### src/rtl/alu_pkg.sv
// Shared ALU encodings: control codes, R-type funct values and ALUOp encodings.
package alu_pkg;

  localparam logic [2:0] CTL_AND = 3'b000;
  localparam logic [2:0] CTL_OR  = 3'b001;
  localparam logic [2:0] CTL_ADD = 3'b010;
  localparam logic [2:0] CTL_SLL = 3'b011;
  localparam logic [2:0] CTL_SUB = 3'b110;
  localparam logic [2:0] CTL_SLT = 3'b111;

  localparam logic [5:0] FUNCT_SLL = 6'h00;
  localparam logic [5:0] FUNCT_ADD = 6'h20;
  localparam logic [5:0] FUNCT_SUB = 6'h22;
  localparam logic [5:0] FUNCT_AND = 6'h24;
  localparam logic [5:0] FUNCT_OR  = 6'h25;
  localparam logic [5:0] FUNCT_SLT = 6'h2A;

  typedef enum logic [1:0] {
    AluOpAdd   = 2'b00,
    AluOpSub   = 2'b01,
    AluOpRtype = 2'b10,
    AluOpRsvd  = 2'b11
  } aluop_e;

endpackage

### src/rtl/alu_ctl_decode.sv
// Combinational ALUOp/funct to ALU control decoder; flags unsupported encodings.
module alu_ctl_decode
  import alu_pkg::*;
(
  input  logic [1:0] aluop,
  input  logic [5:0] funct,
  output logic [2:0] ctl,
  output logic       illegal
);

  always_comb begin
    ctl     = CTL_ADD;
    illegal = 1'b0;
    case (aluop_e'(aluop))
      AluOpAdd: ctl = CTL_ADD;
      AluOpSub: ctl = CTL_SUB;
      AluOpRtype: begin
        case (funct)
          FUNCT_ADD: ctl = CTL_ADD;
          FUNCT_SUB: ctl = CTL_SUB;
          FUNCT_AND: ctl = CTL_AND;
          FUNCT_OR:  ctl = CTL_OR;
          FUNCT_SLT: ctl = CTL_SLT;
          FUNCT_SLL: ctl = CTL_SLL;
          default:   illegal = 1'b1;
        endcase
      end
      AluOpRsvd: illegal = 1'b1;
    endcase
  end

endmodule

### src/rtl/alu_issue_stage.sv
// ID/EX pipeline register feeding the EX-stage ALU: decode, B select, forwarding, stall/flush.
// Define ALU_ISSUE_FWD_EN to enable EX/MEM and MEM/WB operand forwarding.
module alu_issue_stage
  import alu_pkg::*;
#(
  parameter int unsigned DW = 32,
  parameter int unsigned RW = 5
) (
  input  logic          clk,
  input  logic          rst,
  input  logic          id_valid,
  input  logic          id_stall,
  input  logic          id_flush,
  input  logic [1:0]    id_aluop,
  input  logic          id_alusrc,
  input  logic          id_regdst,
  input  logic          id_regwrite,
  input  logic [31:0]   id_instr,
  input  logic [DW-1:0] id_rs_data,
  input  logic [DW-1:0] id_rt_data,
  input  logic          exm_regwrite,
  input  logic [RW-1:0] exm_rd,
  input  logic [DW-1:0] exm_data,
  input  logic          mwb_regwrite,
  input  logic [RW-1:0] mwb_rd,
  input  logic [DW-1:0] mwb_data,
  output logic [DW-1:0] alu_a,
  output logic [DW-1:0] alu_b,
  output logic [2:0]    alu_ctl,
  output logic [4:0]    alu_shamt,
  output logic [DW-1:0] ex_store_data,
  output logic [RW-1:0] ex_dest,
  output logic          ex_regwrite,
  output logic          ex_valid,
  output logic          ex_illegal
);

  logic [RW-1:0] rt_idx, rd_idx;
  logic [DW-1:0] imm_ext, rs_fwd, rt_fwd;
  logic [2:0]    dec_ctl;
  logic          dec_illegal;
  logic          unused_bits;

  assign rt_idx  = RW'(id_instr[20:16]);
  assign rd_idx  = RW'(id_instr[15:11]);
  assign imm_ext = {{(DW-16){id_instr[15]}}, id_instr[15:0]};

  alu_ctl_decode u_ctl_decode (
    .aluop   (id_aluop),
    .funct   (id_instr[5:0]),
    .ctl     (dec_ctl),
    .illegal (dec_illegal)
  );

`ifdef ALU_ISSUE_FWD_EN
  logic [RW-1:0] rs_idx;
  assign rs_idx = RW'(id_instr[25:21]);

  // EX/MEM is the younger result, so it is checked first; r0 never forwards.
  always_comb begin
    rs_fwd = id_rs_data;
    rt_fwd = id_rt_data;
    if (exm_regwrite && (exm_rd != '0) && (exm_rd == rs_idx)) begin
      rs_fwd = exm_data;
    end else if (mwb_regwrite && (mwb_rd != '0) && (mwb_rd == rs_idx)) begin
      rs_fwd = mwb_data;
    end
    if (exm_regwrite && (exm_rd != '0) && (exm_rd == rt_idx)) begin
      rt_fwd = exm_data;
    end else if (mwb_regwrite && (mwb_rd != '0) && (mwb_rd == rt_idx)) begin
      rt_fwd = mwb_data;
    end
  end

  assign unused_bits = ^id_instr[31:26];
`else
  assign rs_fwd = id_rs_data;
  assign rt_fwd = id_rt_data;

  // Forward ports stay wired at the top level but are ignored in this build.
  assign unused_bits = ^{id_instr[31:21], exm_regwrite, exm_rd, exm_data,
                         mwb_regwrite, mwb_rd, mwb_data};
`endif

  always_ff @(posedge clk) begin
    if (rst || id_flush || (!id_stall && !id_valid)) begin
      alu_a         <= '0;
      alu_b         <= '0;
      alu_ctl       <= CTL_ADD;
      alu_shamt     <= '0;
      ex_store_data <= '0;
      ex_dest       <= '0;
      ex_regwrite   <= 1'b0;
      ex_valid      <= 1'b0;
      ex_illegal    <= 1'b0;
    end else if (!id_stall) begin
      alu_a         <= rs_fwd;
      alu_b         <= id_alusrc ? imm_ext : rt_fwd;
      alu_ctl       <= dec_ctl;
      alu_shamt     <= (dec_ctl == CTL_SLL) ? id_instr[10:6] : 5'd0;
      ex_store_data <= rt_fwd;
      ex_dest       <= id_regdst ? rd_idx : rt_idx;
      ex_regwrite   <= id_regwrite && !dec_illegal;
      ex_valid      <= 1'b1;
      ex_illegal    <= dec_illegal;
    end
  end

endmodule

### config.mk
export PLATFORM = sky130hd
export DESIGN_NAME = alu_issue_stage
export DESIGN_NICKNAME = d
export VERILOG_FILES = /design/src/rtl/alu_pkg.sv /design/src/rtl/alu_ctl_decode.sv /design/src/rtl/alu_issue_stage.sv
export SDC_FILE = /design/constraint.sdc
export NUM_CORES = 1
export LEC_CHECK = 0
export BUFFER_PORTS_ARGS = -buffer_cell sky130_fd_sc_hd__buf_2
export CAP_MARGIN = 30
export CORE_AREA = 2 2 114 116
export DETAILED_ROUTE_END_ITERATION = 10
export DIE_AREA = 0 0 116 118
export PLACE_DENSITY_LB_ADDON = 0.08
export SLEW_MARGIN = 15
export SYNTH_ARGS = -nofsm -noshare
export SYNTH_HDL_FRONTEND = slang
export SYNTH_SLANG_ARGS = --single-unit
### constraint.sdc
create_clock -name clk -period 1.3 [get_ports clk]
set_input_delay 0.13 -clock clk [delete_from_list [all_inputs] [get_ports clk]]
set_output_delay 0.13 -clock clk [all_outputs]
set_load 0.01 [all_outputs]
==> qor.csv, run 1 <==
stage;metric;value;unit
clock_tree;cts hold-fix bufs;0;
worst_setup_path;largest incremental delay on the critical path;0.53;ns
sta;RSZ-0062 raised after global routing;no;
power_and_ir_drop;PD cells;1150;nW/um^2
place;worst setup timing slack at the placement stage;-0.186;ns
routing;via/cell ratio;4.58;
finish;Final #Nets;863;
synth;Cell variety after synth;29;
worst_setup_path;Buf+Inv Stages, Crit Path;1;
finish;Post-Layout Inst Area;6040;um^2
routing;wire length per cell after detailed routing;14.3;um
floorplanning;number of rows created at floorplan;41;
sta;fin worst setup slack;0.168;ns
synth;dominant cell by count in the synthesized netlist;dfxtp_1;
sta;worst clock skew on the final layout;0;ns
floorplanning;horizontal die dimension;116;um
clock_tree;total number of H-tree levels;3;
finish;Filler Cell Count;1246;
clock_tree;TritonCTS Buffers;9;
worst_setup_path;startpoint kind of the worst setup timing path;input pin;
synth;Mapped Nets;648;
status;result of the run;finished, final reports clean;
place;placed wire-length estimate;9300;um
clock_tree;CTS tree;yes;
clock_tree;number of resized instances in the post-cts repair step;0;
worst_setup_path;cell at the slowest stage of the critical path;or4_4;
finish;share of final-layout standard cells stronger than drive strength 1;0.379;
floorplanning;full die area;13700;um^2
sta;Worst Max-Slew Pin Slew;0.391;ns
synth;Post-synth top cells;dfxtp_1 (112), nor2_1 (107), mux2i_1 (84);
sta;worst relative slew slack;0.739;
power_and_ir_drop;VDD IR max;0.606;mV
worst_setup_path;kind of end point of the critical path;flop;
clock_tree;Clock Root Buffer;clkbuf_16;
clock_tree;Clock Sinks;112;
global_routing;initial antenna violation count;0;
clock_tree;Post-CTS Repair Setup Buffers;0;
sta;final sum of negative setup slack;0;ns
synth;Area contributors post-synth;dfxtp_1 (51%), mux2i_1 (19%), nor2_1 (9.1%), a21oi_1 (2.7%), a31oi_1 (2.7%);
synth;post-synthesis sequential element count;112;
synth;dominant register cell in the synthesized netlist;dfxtp_1;
routing;overall via count from detail_route;3905;
flow_run;number of max-cap violations;0;
global_routing;total track usage;0.180;
global_routing;largest net degree at the start of global routing;46;
routing;Total Routed Length;12200;um
clock_tree;Skew-Pair Late Insertion Delay;0.34;ns
routing;# DRC;0;
power_and_ir_drop;leakage power of the design;3.06;nW
sta;count of pins over their slew limit;0;
place;cell area after placement;5800;um^2
global_routing;number of global-route vias before repair;3899;
floorplanning;initial standard-cell utilization of the core;0.354;
clock_tree;number of buffers on the longest clock path;2;
sta;setup violation total in the final timing report;0;
sta;final-report hold violation count;0;
worst_setup_path;critical path, cell by cell;buf_2, or4_4, a2111o_1, nor3b_2;
synth;Yosys top cell area share;0.510;
synth;proportion of synthesized chip area in sequential cells;0.510;
synth;Mapped Area;4390;um^2
worst_setup_path;data arrival time at the worst-slack endpoint;1.35;ns
worst_setup_path;critical path class;input pin to flop;
worst_setup_path;CP top delay family;simple AND/OR/NAND/NOR gates;
routing;first-pass iteration count of the detailed router;4;
floorplanning;vertical extent of the die;118;um
floorplanning;area of the core;12400;um^2
synth;Avg Inst Size Synth;9.49;um^2
floorplanning;number of ports placed on the die boundary;294;
synth;share of synthesized registers carrying an async set or reset;0;
sta;final hold slack;0.0192;ns
global_routing;global-route wire length before repair;19500;um
place;routability cong.;0.788;
place;number of port buffers;206;
min_path;worst min-delay path category;input pin to flop;
routing;count of nets left with antenna violations after detail routing;0;
sta;Max Fclk;883;MHz
finish;antenna cells;0;
synth;synthesized instance count;463;
routing;DRC marker count from the first detailed-route iteration;115;
worst_setup_path;data required time of the worst path;1.52;ns
global_routing;total global routing overflow;0;
clock_tree;clock transition time at the flip-flop clock pins of the worst setup and hold paths;0.07;ns
worst_setup_path;top fanout value on the critical path;3;
sta;crit share post-route;0.871;
sta;time the worst path needs with I/O delays and setup;1.13;ns
synth;number of enable flip-flop cells after synthesis;0;
synth;cell type contributing the most total cell area after synthesis;dfxtp_1;
finish;Area growth syn-to-layout;37.4;%
synth;Synth Warn #;0;
layout by cell type, fill, tap and decap left out, drive strengths merged, types with 3 or more instances in the layout:
cell type	Yosys	routed
o21ai	22	22
dfxtp	112	112
nor2	107	107
a21oi	24	24
ha	3	3
mux2i	84	84
nor3	3	3
inv	10	10
clkbuf	19	12
o31ai	5	5
a31oi	19	19
nand2	10	10
buf	15	238
nand2b	17	17
nor3b	3	3
worst paths after layout:
check / cells after the start / slack [ns] / startpoint / to
max reg2reg: 2 / 0.54 / ex_illegal / ex_illegal
max: 4 / 0.17 / id_instr[3] / ex_illegal
min: 3 / 0.02 / id_rs_data[6] / alu_a[6]
min reg2reg: 2 / 0.45 / alu_shamt[4] / alu_shamt[4]
kinds of logic after synthesis:
kind of cell	Yosys count	synth area share
flip-flops	112	0.510
AND/OR/NAND/NOR	145	0.147
adder cells (fa/ha/maj)	3	0.00854
buffers and inverters	44	0.0410
multiplexers	84	0.191
AO/OA/AOI/OAI	75	0.102
cell type report:
type | count | area [um^2] | area share
multi-input combinational | 307 | 1990 | 0.329
timing repair buffer | 238 | 1310 | 0.217
clock inverter | 1 | 7.51 | 0.00124
inverter | 10 | 37.5 | 0.00622
tap | 172 | 215 | 0.0356
sequential | 112 | 2240 | 0.371
clock buffer | 12 | 236 | 0.0392
worst reg2reg max path, delay by kind of cell, from the launching register on:
family | cells | cell delay (ns)
flip-flops | 1 | 0.31
AO/OA/AOI/OAI | 1 | 0.25
AND/OR/NAND/NOR | 1 | 0.08
sequential cells by signal, summed over array words and instances (netlist names):
name	flops
alu_a	32
alu_b	32
ex_store_data	32
alu_shamt	5
ex_dest	5
alu_ctl	3
ex_illegal	1
ex_regwrite	1
ex_valid	1
report_power, final:
group	switching (W)	total (W)	internal (W)
logic	0.000491	0.000930	0.000439
registers	0.0000450	0.00357	0.00353
clock network	0.00116	0.00244	0.00127
through the flow:
stage	utilization	std cells	total power, W
after floorplan	-	463	0.00415
after global placement	0.467	839	0.00457
after detailed placement	0.467	839	0.00459
after CTS	0.486	852	0.00705
after global routing	0.486	852	0.00729
final	0.486	852	0.00694
routing by layer:
layer / GRT usage / vias up / wire (um)
met5: 0 / - / 0
met2: 0.291 / 122 / 5590
met4: 0.0625 / 0 / 157
met3: 0.0561 / 10 / 971
li1: - / 1991 / -
met1: 0.226 / 1782 / 5440
No activity file was read; power rests on OpenSTA's default activity.
==> run 2: changes to the inputs <==
--- a/config.mk
+++ b/config.mk
@@ -7,11 +7,10 @@
 export LEC_CHECK = 0
 export BUFFER_PORTS_ARGS = -buffer_cell sky130_fd_sc_hd__buf_2
 export CAP_MARGIN = 30
-export CORE_AREA = 2 2 114 116
+export CORE_AREA = 2 2 115 117
 export DETAILED_ROUTE_END_ITERATION = 10
-export DIE_AREA = 0 0 116 118
+export DIE_AREA = 0 0 117 119
 export PLACE_DENSITY_LB_ADDON = 0.08
-export SLEW_MARGIN = 15
 export SYNTH_ARGS = -nofsm -noshare
 export SYNTH_HDL_FRONTEND = slang
 export SYNTH_SLANG_ARGS = --single-unit
==> constraint.sdc (replaced) <==
create_clock -name clk -period 1.4 [get_ports clk]
set_input_delay 0.14 -clock clk [delete_from_list [all_inputs] [get_ports clk]]
set_output_delay 0.14 -clock clk [all_outputs]
set_load 0.01 [all_outputs]
==> qor.csv, run 2 (synthesis results as in run 1) <==
stage;metric;value;unit;change
floorplanning;number of ports placed on the die boundary;294;;unchanged
worst_setup_path;kind of end point of the critical path;flop;;
clock_tree;clock transition time at the flip-flop clock pins of the worst setup and hold paths;0.07;ns;about the same
clock_tree;total number of H-tree levels;3;;unchanged
power_and_ir_drop;VDD IR max;0.508;mV;-16%
clock_tree;Clock Root Buffer;clkbuf_16;;
sta;final hold slack;0.0233;ns;+0.00405 ns
power_and_ir_drop;PD cells;1130;nW/um^2;-1.9%
routing;# DRC;0;;unchanged
global_routing;initial antenna violation count;0;;unchanged
place;number of port buffers;206;;unchanged
finish;Filler Cell Count;1290;;+3.5%
sta;worst relative slew slack;0.592;;-0.147
routing;first-pass iteration count of the detailed router;7;;+3
power_and_ir_drop;clock power share;0.391;;+0.040
clock_tree;number of buffers on the longest clock path;2;;unchanged
place;placed wire-length estimate;8840;um;-4.9%
floorplanning;full die area;13900;um^2;+1.7%
min_path;worst min-delay path category;input pin to flop;;
floorplanning;number of rows created at floorplan;42;;+2.4%
finish;Area growth syn-to-layout;37.8;%;
worst_setup_path;startpoint kind of the worst setup timing path;input pin;;
worst_setup_path;critical path class;input pin to flop;;
power_and_ir_drop;sw frac;0.238;;-0.00668
flow_run;number of max-cap violations;0;;unchanged
clock_tree;TritonCTS Buffers;9;;unchanged
global_routing;total global routing overflow;0;;unchanged
place;post-placement cell count;834;;-0.60%
routing;wire length per cell after detailed routing;13.8;um;-3.0%
sta;time the worst path needs with I/O delays and setup;1.17;ns;
floorplanning;vertical extent of the die;119;um;+0.85%
sta;setup violation total in the final timing report;0;;unchanged
status;result of the run;finished, final reports clean;;
finish;most frequent cells in the layout;buf_2 (205), dfxtp_1 (112), nor2_1 (107);;
clock_tree;cts hold-fix bufs;0;;unchanged
finish;most frequent standard cell in the layout excluding fill and tap cells;buf_2;;
clock_tree;Clock Sinks;112;;unchanged
finish;final core utilization;0.470;;-0.0163
finish;count of non-filler cells in the finished layout;849;;-0.35%
sta;RSZ-0062 raised after global routing;no;;
global_routing;Global Route met3 Usage;0.0534;;-0.00269
finish;area taken by flip-flops and latches;2240;um^2;unchanged
place;cell area after placement;5750;um^2;-0.86%
finish;top flop regs;alu_a: 32 flops, alu_b: 32 flops, ex_store_data: 32 flops;;
global_routing;largest net degree at the start of global routing;41;;-11%
global_routing;number of global-route vias before repair;3704;;-5.0%
sta;count of pins over their slew limit;0;;unchanged
worst_setup_path;data required time of the worst path;1.63;ns;+0.11 ns
global_routing;met2 track utilization from global routing;0.259;;-0.0319
global_routing;layer with the highest usage after global routing;met2;;
global_routing;met1 Track Usage GR;0.223;;-0.00236
routing;DRC marker count from the first detailed-route iteration;190;;+65%
floorplanning;area of the core;12900;um^2;+3.7%
finish;share of final-layout standard cells stronger than drive strength 1;0.376;;-0.00348
place;routability cong.;0.757;;-3.9%
clock_tree;number of resized instances in the post-cts repair step;0;;unchanged
routing;count of nets left with antenna violations after detail routing;0;;unchanged
finish;Final #Nets;854;;-1.0%
global_routing;total track usage;0.169;;-0.0108
global_routing;global-route wire length before repair;18400;um;-5.4%
finish;antenna cells;0;;unchanged
power_and_ir_drop;P_sw;0.00163;W;-4.4%
routing;Total Routed Length;11800;um;-3.4%
clock_tree;Post-CTS Repair Setup Buffers;0;;unchanged
floorplanning;initial standard-cell utilization of the core;0.341;;-0.0127
finish;footprint of the multi-input gates;1990;um^2;unchanged
worst_setup_path;top fanout value on the critical path;4;;+1
sta;worst clock skew on the final layout;0;ns;unchanged
sta;Worst Max-Slew Pin Slew;0.607;ns;+0.216 ns
routing;via/cell ratio;4.64;;+1.2%
power_and_ir_drop;cell internal pwr;0.00519;W;-0.81%
finish;Post-Layout Inst Area;6050;um^2;+0.23%
routing;overall via count from detail_route;3938;;+0.85%
sta;crit share post-route;0.834;;
clock_tree;Skew-Pair Late Insertion Delay;0.34;ns;about the same
worst_setup_path;data arrival time at the worst-slack endpoint;1.39;ns;+0.04 ns
sta;final-report hold violation count;0;;unchanged
power_and_ir_drop;Power Total;0.00682;W;-1.7%
clock_tree;CTS tree;yes;;
power_and_ir_drop;leakage power of the design;3.05;nW;-0.15%
floorplanning;horizontal die dimension;117;um;+0.86%
power_and_ir_drop;portion of total power attributed to sequential cells;0.486;;-0.029
sta;Max Fclk;857;MHz;
power_and_ir_drop;Combinational Power Share;0.123;;-0.011
[run 2: critical path: stages]
cell and delay [ns]:
buf_2 0.12, or4_4 0.53, a2111o_1 0.42, nor3b_2 0.17
[run 2: worst paths after layout]
check / start / to / slack, ns / cells past startpoint
max: id_instr[3] / ex_illegal / 0.23 / 4
min reg2reg: alu_ctl[0] / alu_ctl[0] / 0.45 / 2
max reg2reg: ex_regwrite / ex_regwrite / 0.68 / 2
min: id_rs_data[13] / alu_a[13] / 0.02 / 3
[run 2: cell type report]
class                           instances  area share
Timing Repair Buffer                  229       0.208
Clock inverter                          2     0.00620
Multi-Input combinational cell        307       0.329
Sequential cell                       112       0.370
Inverter                               10     0.00620
Tap cell                              176      0.0364
Clock buffer                           13      0.0446
[run 2: through the flow]
step | setup WS [ns] | setup TNS (ns)
after global placement | -0.114 | -0.306
final | 0.233 | 0
after detailed placement | -0.118 | -0.490
after global routing | 0.187 | 0
after CTS | 0.246 | 0
after floorplan | 0.0807 | 0
[run 2: power groups by stage]
| stage | logic, W | registers, W | clock network (W) |
|---|---|---|---|
| floorplan | 0.000420 | 0.00343 | 0 |
| global placement | 0.000835 | 0.00338 | 0 |
| detailed placement | 0.000850 | 0.00339 | 0 |
| CTS | 0.000852 | 0.00332 | 0.00274 |
| global route | 0.000936 | 0.00332 | 0.00287 |
| finish | 0.000840 | 0.00331 | 0.00266 |
[run 2: metal layers]
metal	vias up	wire, um
met5	-	0
met4	0	179
met3	11	936
met2	141	5290
met1	1811	5340
li1	1975	-
